$ cat src/rtl/basis_meas_sequencer_pkg.sv
// Shared types and defaults for the basis measurement sequencer slice.
// Holds the FSM encoding, basis drive codes and calibration defaults.
package basis_meas_sequencer_pkg;
  localparam int CAL_SETTLE_CYCLES = 16;
  localparam int CAL_AVG_SAMPLES   = 8;
  localparam int ADC_WIDTH         = 12;
  localparam int DATA_WIDTH        = 16;

  localparam logic [15:0] Q1_15_ONE  = 16'h7FFF;
  localparam logic [15:0] BASIS_ONE  = Q1_15_ONE;
  localparam logic [15:0] BASIS_ZERO = 16'h0000;

  localparam int MEAS_AVG_SHIFT = $clog2(CAL_AVG_SAMPLES);

  typedef enum logic [2:0] {
    MEAS_IDLE,
    MEAS_APPLY,
    MEAS_SETTLE,
    MEAS_SAMPLE,
    MEAS_DONE
  } meas_state_t;
endpackage

$ cat src/rtl/basis_meas_sequencer_if.sv
// Control, plant drive/ADC and result bundle between the calibration FSMs,
// the sequencer and the plant front-end.
interface basis_meas_sequencer_if
  import basis_meas_sequencer_pkg::*;
#(
  parameter int ADC_W  = ADC_WIDTH,
  parameter int DATA_W = DATA_WIDTH
);
  logic              start;
  logic              abort;
  logic              busy;
  logic              done;
  logic [DATA_W-1:0] x0_drive;
  logic [DATA_W-1:0] x1_drive;
  logic              adc_valid;
  logic [ADC_W-1:0]  adc_ch0;
  logic [ADC_W-1:0]  adc_ch1;
  logic [ADC_W-1:0]  m_c0_o0;
  logic [ADC_W-1:0]  m_c0_o1;
  logic [ADC_W-1:0]  m_c1_o0;
  logic [ADC_W-1:0]  m_c1_o1;
  logic              sat_flag;

  modport slave (
    input  start, abort, adc_valid, adc_ch0, adc_ch1,
    output busy, done, x0_drive, x1_drive,
           m_c0_o0, m_c0_o1, m_c1_o0, m_c1_o1, sat_flag
  );

  modport master (
    output start, abort, adc_valid, adc_ch0, adc_ch1,
    input  busy, done, x0_drive, x1_drive,
           m_c0_o0, m_c0_o1, m_c1_o0, m_c1_o1, sat_flag
  );
endinterface

$ cat src/rtl/basis_meas_sequencer_accum.sv
// Per-channel signed accumulator; avg already includes the current sample so
// the final sample of a column can be folded in without an extra cycle.
module meas_channel_accum #(
  parameter int ADC_W = 12,
  parameter int SHIFT = 3
) (
  input  logic                    clk,
  input  logic                    rst,
  input  logic                    clear,
  input  logic                    add,
  input  logic signed [ADC_W-1:0] sample,
  output logic signed [ADC_W-1:0] avg,
  output logic                    sat_hit
);
  localparam int ACC_W = ADC_W + SHIFT;
  localparam logic signed [ADC_W-1:0] S_MAX = {1'b0, {(ADC_W-1){1'b1}}};
  localparam logic signed [ADC_W-1:0] S_MIN = {1'b1, {(ADC_W-1){1'b0}}};

  logic signed [ACC_W-1:0] acc_q;
  logic signed [ACC_W-1:0] sum;

  assign sum     = acc_q + ACC_W'(sample);
  assign avg     = ADC_W'(sum >>> SHIFT);
  assign sat_hit = add && ((sample == S_MAX) || (sample == S_MIN));

  // clear wins over add: the last sample of a column is consumed via avg
  always_ff @(posedge clk) begin
    if (rst || clear) acc_q <= '0;
    else if (add)     acc_q <= sum;
  end
endmodule

$ cat src/rtl/basis_meas_sequencer.sv
// Drives the two unit basis vectors into the plant, settles, averages both ADC
// outputs per column and returns the 2x2 transfer matrix with a done pulse.
module basis_meas_sequencer
  import basis_meas_sequencer_pkg::*;
#(
  parameter int SETTLE_CYCLES = CAL_SETTLE_CYCLES,
  parameter int AVG_SAMPLES   = CAL_AVG_SAMPLES,
  parameter int ADC_W         = ADC_WIDTH,
  parameter int DATA_W        = DATA_WIDTH
) (
  input logic                  clk,
  input logic                  rst,
  basis_meas_sequencer_if.slave bus
);
  localparam int SW        = $clog2(SETTLE_CYCLES + 1);
  localparam int CW        = $clog2(AVG_SAMPLES + 1);
  localparam int AVG_SHIFT = $clog2(AVG_SAMPLES);
  localparam logic [SW-1:0]     SETTLE_LAST = SW'(SETTLE_CYCLES - 1);
  localparam logic [CW-1:0]     SAMP_LAST   = CW'(AVG_SAMPLES - 1);
  localparam logic [DATA_W-1:0] ONE_D       = DATA_W'(BASIS_ONE);
  localparam logic [DATA_W-1:0] ZERO_D      = DATA_W'(BASIS_ZERO);

  meas_state_t   state_q, state_d;
  logic          col_q, col_d;
  logic [SW-1:0] settle_q, settle_d;
  logic [CW-1:0] samp_q, samp_d;
  logic          acc_clr, acc_add, cap0, cap1, start_acc, run;
  logic [ADC_W-1:0] avg0, avg1;
  logic          hit0, hit1;

  always_ff @(posedge clk) begin
    if (rst) begin
      state_q  <= MEAS_IDLE;
      col_q    <= 1'b0;
      settle_q <= '0;
      samp_q   <= '0;
    end else begin
      state_q  <= state_d;
      col_q    <= col_d;
      settle_q <= settle_d;
      samp_q   <= samp_d;
    end
  end

  always_comb begin
    state_d   = state_q;
    col_d     = col_q;
    settle_d  = settle_q;
    samp_d    = samp_q;
    acc_clr   = 1'b0;
    acc_add   = 1'b0;
    cap0      = 1'b0;
    cap1      = 1'b0;
    start_acc = 1'b0;
    case (state_q)
      MEAS_IDLE: if (bus.start) begin
        state_d   = MEAS_APPLY;
        col_d     = 1'b0;
        acc_clr   = 1'b1;
        start_acc = 1'b1;
      end
      MEAS_APPLY: begin
        settle_d = '0;
        state_d  = MEAS_SETTLE;
      end
      MEAS_SETTLE: begin
        if (settle_q == SETTLE_LAST) begin
          settle_d = '0;
          samp_d   = '0;
          state_d  = MEAS_SAMPLE;
        end else begin
          settle_d = settle_q + 1'b1;
        end
      end
      MEAS_SAMPLE: if (bus.adc_valid) begin
        acc_add = 1'b1;
        if (samp_q == SAMP_LAST) begin
          acc_clr = 1'b1;
          samp_d  = '0;
          cap0    = !col_q;
          cap1    = col_q;
          col_d   = 1'b1;
          state_d = col_q ? MEAS_DONE : MEAS_APPLY;
        end else begin
          samp_d = samp_q + 1'b1;
        end
      end
      MEAS_DONE: state_d = MEAS_IDLE;
      default:   state_d = MEAS_IDLE;
    endcase
    // abort overrides everything, including a column's final sample
    if (bus.abort && (state_q != MEAS_IDLE)) begin
      state_d  = MEAS_IDLE;
      settle_d = '0;
      samp_d   = '0;
      acc_clr  = 1'b1;
      acc_add  = 1'b0;
      cap0     = 1'b0;
      cap1     = 1'b0;
    end
  end

  meas_channel_accum #(.ADC_W(ADC_W), .SHIFT(AVG_SHIFT)) u_acc [1:0] (
    .clk    (clk),
    .rst    (rst),
    .clear  (acc_clr),
    .add    (acc_add),
    .sample ({bus.adc_ch1, bus.adc_ch0}),
    .avg    ({avg1, avg0}),
    .sat_hit({hit1, hit0})
  );

  always_ff @(posedge clk) begin
    if (rst) begin
      bus.m_c0_o0  <= '0;
      bus.m_c0_o1  <= '0;
      bus.m_c1_o0  <= '0;
      bus.m_c1_o1  <= '0;
      bus.sat_flag <= 1'b0;
    end else begin
      if (cap0) begin
        bus.m_c0_o0 <= avg0;
        bus.m_c0_o1 <= avg1;
      end
      if (cap1) begin
        bus.m_c1_o0 <= avg0;
        bus.m_c1_o1 <= avg1;
      end
      if (start_acc)          bus.sat_flag <= 1'b0;
      else if (hit0 || hit1)  bus.sat_flag <= 1'b1;
    end
  end

  assign run          = (state_q == MEAS_APPLY) || (state_q == MEAS_SETTLE) ||
                        (state_q == MEAS_SAMPLE);
  assign bus.x0_drive = (run && !col_q) ? ONE_D : ZERO_D;
  assign bus.x1_drive = (run &&  col_q) ? ONE_D : ZERO_D;
  assign bus.busy     = (state_q != MEAS_IDLE);
  assign bus.done     = (state_q == MEAS_DONE);
endmodule

$ cat src/flat_wrapper.sv
// flat-port wrapper written by rule: the top's interface ports become plain ports
module basis_meas_sequencer_flat import basis_meas_sequencer_pkg::*;
#(
  parameter int SETTLE_CYCLES = CAL_SETTLE_CYCLES,
  parameter int AVG_SAMPLES   = CAL_AVG_SAMPLES,
  parameter int ADC_W         = ADC_WIDTH,
  parameter int DATA_W        = DATA_WIDTH
)
  (clk, rst, bus_start, bus_abort, bus_adc_valid, bus_adc_ch0, bus_adc_ch1, bus_busy, bus_done, bus_x0_drive, bus_x1_drive, bus_m_c0_o0, bus_m_c0_o1, bus_m_c1_o0, bus_m_c1_o1, bus_sat_flag);
  basis_meas_sequencer_if #(.ADC_W(ADC_W), .DATA_W(DATA_W)) bus_i ();
  input logic clk;
  input logic rst;
  input wire logic [$bits(bus_i.start)-1:0] bus_start;
  input wire logic [$bits(bus_i.abort)-1:0] bus_abort;
  input wire logic [$bits(bus_i.adc_valid)-1:0] bus_adc_valid;
  input wire logic [$bits(bus_i.adc_ch0)-1:0] bus_adc_ch0;
  input wire logic [$bits(bus_i.adc_ch1)-1:0] bus_adc_ch1;
  output wire logic [$bits(bus_i.busy)-1:0] bus_busy;
  output wire logic [$bits(bus_i.done)-1:0] bus_done;
  output wire logic [$bits(bus_i.x0_drive)-1:0] bus_x0_drive;
  output wire logic [$bits(bus_i.x1_drive)-1:0] bus_x1_drive;
  output wire logic [$bits(bus_i.m_c0_o0)-1:0] bus_m_c0_o0;
  output wire logic [$bits(bus_i.m_c0_o1)-1:0] bus_m_c0_o1;
  output wire logic [$bits(bus_i.m_c1_o0)-1:0] bus_m_c1_o0;
  output wire logic [$bits(bus_i.m_c1_o1)-1:0] bus_m_c1_o1;
  output wire logic [$bits(bus_i.sat_flag)-1:0] bus_sat_flag;
  assign bus_i.start = bus_start;
  assign bus_i.abort = bus_abort;
  assign bus_i.adc_valid = bus_adc_valid;
  assign bus_i.adc_ch0 = bus_adc_ch0;
  assign bus_i.adc_ch1 = bus_adc_ch1;
  assign bus_busy = bus_i.busy;
  assign bus_done = bus_i.done;
  assign bus_x0_drive = bus_i.x0_drive;
  assign bus_x1_drive = bus_i.x1_drive;
  assign bus_m_c0_o0 = bus_i.m_c0_o0;
  assign bus_m_c0_o1 = bus_i.m_c0_o1;
  assign bus_m_c1_o0 = bus_i.m_c1_o0;
  assign bus_m_c1_o1 = bus_i.m_c1_o1;
  assign bus_sat_flag = bus_i.sat_flag;
  basis_meas_sequencer #(.SETTLE_CYCLES(SETTLE_CYCLES), .AVG_SAMPLES(AVG_SAMPLES), .ADC_W(ADC_W), .DATA_W(DATA_W)) u_core (.clk(clk), .rst(rst), .bus(bus_i));
endmodule
$ cat config.mk
export PLATFORM = sky130hd
export DESIGN_NAME = basis_meas_sequencer_flat
export DESIGN_NICKNAME = d
export VERILOG_FILES = /design/src/rtl/basis_meas_sequencer_pkg.sv /design/src/rtl/basis_meas_sequencer_if.sv /design/src/rtl/basis_meas_sequencer_accum.sv /design/src/rtl/basis_meas_sequencer.sv /design/src/flat_wrapper.sv
export SDC_FILE = /design/constraint.sdc
export NUM_CORES = 1
export LEC_CHECK = 0
export CAP_MARGIN = 20
export CORE_ASPECT_RATIO = 0.6
export CORE_MARGIN = 10
export CORE_UTILIZATION = 44
export CTS_CLUSTER_SIZE = 20
export DETAILED_ROUTE_END_ITERATION = 6
export PLACE_DENSITY = 0.73
export SYNTH_ARGS = -nofsm -noshare
export SYNTH_HDL_FRONTEND = slang
export SYNTH_SLANG_ARGS = --single-unit
$ cat constraint.sdc
create_clock -name clk -period 2.6 [get_ports clk]
set_input_delay 0.65 -clock clk [delete_from_list [all_inputs] [get_ports clk]]
set_output_delay 0.65 -clock clk [all_outputs]
set_load 0.05 [all_outputs]
==> results.txt <==
The clock transition at the register clock pins on the worst setup and hold paths after CTS came out at 70 ps. Data on the critical path arrives at its endpoint at around 2800 ps. The initial antenna violation count is 0. Sequential elements use 35.1% of the synthesized area. The net count of the finished layout is around 900.

The checks that failed: setup timing. The path class of the lowest-slack min-delay path is register to register. For this run, the number of Yosys warnings is 0. In the synthesized netlist the dominant register cell turns out to be sky130_fd_sc_hd__dfxtp_1.

The starting density of the core is 45.7%. The library cell used most frequently in the layout, excluding fill and tap cells, is sky130_fd_sc_hd__buf_4. The number of H-tree levels is 3. 0 antenna diodes ended up in the layout. The largest area contributor in the synthesized netlist is sky130_fd_sc_hd__dfxtp_1.

The antenna violation net count after detailed routing came out at 0. The hold violation total from the final report came out at 0. The post-synthesis instance total is around 650.

The achievable frequency is slightly below 400 MHz. The share of Yosys cell area claimed by the top area cell type came out at a little over a third. The clock latency of the later-clocked register in the worst-skew pair came out at 350 ps. The count of final max-slew check failures came out at 0. After synthesis the cells add up to 5250 sq um.

In the routed design, unresolved DRC markers number 0. The maximum root-to-sink buffer count came out at 2. Entering global routing, the biggest net connects 34 pins. The routed wire length per instance came out at slightly below 20 um. The global-route wire length before repair is around 30,000 um. The power per cell area is 432 nW/um^2.

The via count of the first global-routing pass came out at ~5,500. The element type at the critical path start is an input pin. The worst path required time came out at approximately 2800 ps. The flow ran to the end, but the final reports show violations. Ranked by total cell area, the synthesized netlist is headed by sky130_fd_sc_hd__dfxtp_1, sky130_fd_sc_hd__nand2_1, sky130_fd_sc_hd__ha_1.

The flip-flop and latch count after synthesis is 92. TritonCTS built the clock tree. The routability congestion estimate came out at about 0.93. The fraction of final layout cells with drive strength greater than 1 came out at between 20% and 30%. The share of flip-flops with an asynchronous set or reset after synthesis came out at 0%. For this run the aggregate overflow at the end of global routing stands at 0. Setup violations remaining at the end of the flow were counted as 1. The final-layout worst hold slack is roughly 440 ps. The detailed-route via count is roughly 5,600. The number of enable flip-flop cells after synthesis is 0. The average cell area after synthesis came out at approximately 8 sq um. The post-layout worst setup margin came out at -2.58 ps. At the pin with the least slew margin, the transition time is around 570 ps. The clock buffer count from CTS is 9. The number of clock sinks is approximately 90. The largest fanout on the critical path came out at 9. The die is approximately 160 um wide. The total track usage came out at a little over a fifth. The remaining max-slew budget at the tightest pin is 62.0%. In this run the register-to-register setup slack is between 100 and 150 ps. The quantity of I/O buffers inserted on ports came out at about 110. The first TritonRoute pass finished after 5 iterations. Using the TritonRoute via totals, the vias-per-cell ratio works out to approximately 5.6. The clock skew came out at 10.5 ps. The total detailed-routing wirelength is 19,800 um. After layout, the minimum clock period comes to 2600 ps.

Prior to clock tree synthesis, the placed netlist has a worst setup slack of -618 ps. Summed over all cells, the static leakage comes to about 0.0033 uW. The cell row count is 30. The layout overhead on the synthesized area came out at 56.4%. After floorplanning, the core was sized to cover between 10,000 and 15,000 sq um. The worst setup path is captured at a register.

Leaving out fill and tap cells, the most frequent cells in the layout are sky130_fd_sc_hd__buf_4, sky130_fd_sc_hd__nand2_1, sky130_fd_sc_hd__dfxtp_1, sky130_fd_sc_hd__a21oi_1, sky130_fd_sc_hd__clkdlybuf4s50_1. The worst setup path is of the input pin to register kind. Measured along the y axis, the die boundary spans approximately 100 um. The post-synthesis cell type count came out at just under 60. The overall die area is between 15,000 and 20,000 sq um.

The core utilization of the finished layout is 71.5%. Across the run, the number of max-cap violations was 0. The root buffer cell is sky130_fd_sc_hd__clkbuf_16. IR analysis of the VDD net gives a maximum drop of between 400 and 500 uV.

The portion of the clock cycle consumed by the worst path in the final layout came out at 100%. The violation count after the first detailed-routing iteration came out at slightly below 500. The count of boundary I/O pins came out at about 110. Detailed placement finished with a half-perimeter wire length of roughly 14,000 um.
[sequential cells by signal, indices dropped and copies added (netlist names)]
name / flops
u_core.samp_q: 4
u_core.bus.sat_flag: 1
u_core.u_acc.acc_q: 30
u_core.bus.m_c0_o1: 12
u_core.bus.m_c1_o1: 12
u_core.bus.m_c0_o0: 12
u_core.col_q: 1
u_core.bus.m_c1_o0: 12
u_core.state_q: 3
u_core.settle_q: 5
[stage by stage]
stage	total power, uW	cell area (sq um)	std cells	setup TNS (ps)
finish	3550	8210	998	-2.58
global route	3650	8210	998	-304
CTS	3510	7870	993	-21.2
detailed placement	2170	7410	975	-26300
global placement	2160	7410	975	-22390
floorplan	1830	5270	653	-5870
[power by group]
part	switching (uW)	internal, uW	leakage [uW]
logic	430	342	0.00246
registers	8.66	1410	0.000741
clock network	603	751	0.000139
[worst max-delay path: stages]
cell	delay (ps)
sky130_fd_sc_hd__clkdlybuf4s50_1	500
sky130_fd_sc_hd__buf_6	210
sky130_fd_sc_hd__ha_4	290
sky130_fd_sc_hd__nand3_1	100
sky130_fd_sc_hd__nand3_1	140
sky130_fd_sc_hd__mux2i_1	100
sky130_fd_sc_hd__a211oi_2	340
sky130_fd_sc_hd__buf_4	180
sky130_fd_sc_hd__a31oi_2	90
sky130_fd_sc_hd__xnor2_1	160
sky130_fd_sc_hd__nor2_1	60
[metal layers]
metal	track usage (%)	vias up	part of all wire [%]
met2	32.0	242	44
met1	28.6	2708	44
li1	-	2647	-
met5	0	-	0
met4	5.24	0	1.3
met3	8.42	24	11
[worst paths after layout]
check / endpoint / from / cells past startpoint
hold / removal: u_core.settle_q[4] / u_core.settle_q[4] / 2
setup reg to reg: u_core.bus.m_c0_o0[10] / u_core.u_acc[0].acc_q[1] / 9
setup / recovery: u_core.u_acc[0].acc_q[14] / bus_adc_ch0[11] / 11
hold reg to reg: u_core.settle_q[4] / u_core.settle_q[4] / 2
[repair_timing]
item,in CTS,in global routing
gates cloned,0,0
endpoints found under the setup margin,50,45
buffers inserted,3,5
pin swaps,17,36
hold buffers,0,0
gates resized for setup,32,64
[Yosys cell counts, types with 3 or more instances]
cell type / number
sky130_fd_sc_hd__mux2i_1: 4
sky130_fd_sc_hd__ha_1: 30
sky130_fd_sc_hd__o21bai_1: 4
sky130_fd_sc_hd__nand3_1: 17
sky130_fd_sc_hd__nor3b_1: 5
sky130_fd_sc_hd__buf_4: 30
sky130_fd_sc_hd__or2_2: 3
sky130_fd_sc_hd__dfxtp_1: 92
sky130_fd_sc_hd__clkbuf_1: 22
sky130_fd_sc_hd__a31oi_1: 4
sky130_fd_sc_hd__a211oi_1: 20
sky130_fd_sc_hd__nor3_1: 10
sky130_fd_sc_hd__nor4_1: 6
sky130_fd_sc_hd__o21a_1: 4
sky130_fd_sc_hd__nand4_1: 10
sky130_fd_sc_hd__xor2_1: 11
sky130_fd_sc_hd__o22ai_1: 5
sky130_fd_sc_hd__xnor2_1: 13
sky130_fd_sc_hd__nand2_1: 107
sky130_fd_sc_hd__inv_1: 9
sky130_fd_sc_hd__buf_2: 7
sky130_fd_sc_hd__nor2_1: 47
sky130_fd_sc_hd__nor2b_1: 6
sky130_fd_sc_hd__o21ai_0: 26
sky130_fd_sc_hd__nand4b_1: 3
sky130_fd_sc_hd__and2_1: 4
sky130_fd_sc_hd__nand3b_1: 12
sky130_fd_sc_hd__nand2b_1: 13
sky130_fd_sc_hd__a21o_1: 15
sky130_fd_sc_hd__a21oi_1: 74
sky130_fd_sc_hd__or3_1: 3
[cell type report]
class	instances	area [sq um]
Tap cell	160	200
Multi-Input combinational cell	493	3470
Sequential cell	92	1840
Clock buffer	9	225
Clock inverter	6	71.3
Inverter	9	33.8
Fill cell	822	3280
Timing Repair Buffer	229	2370
[cells by family after synthesis]
kind of cell / synth area share [%]
fa+ha+maj: 7.91
mux: 0.763
buf+inv: 7.18
simple gates: 24.0
flops: 35.1
compound gates: 21.0
other cells: 0.0714
xor+xnor: 4.00
Note: power is estimated with default switching activity, not from simulation.
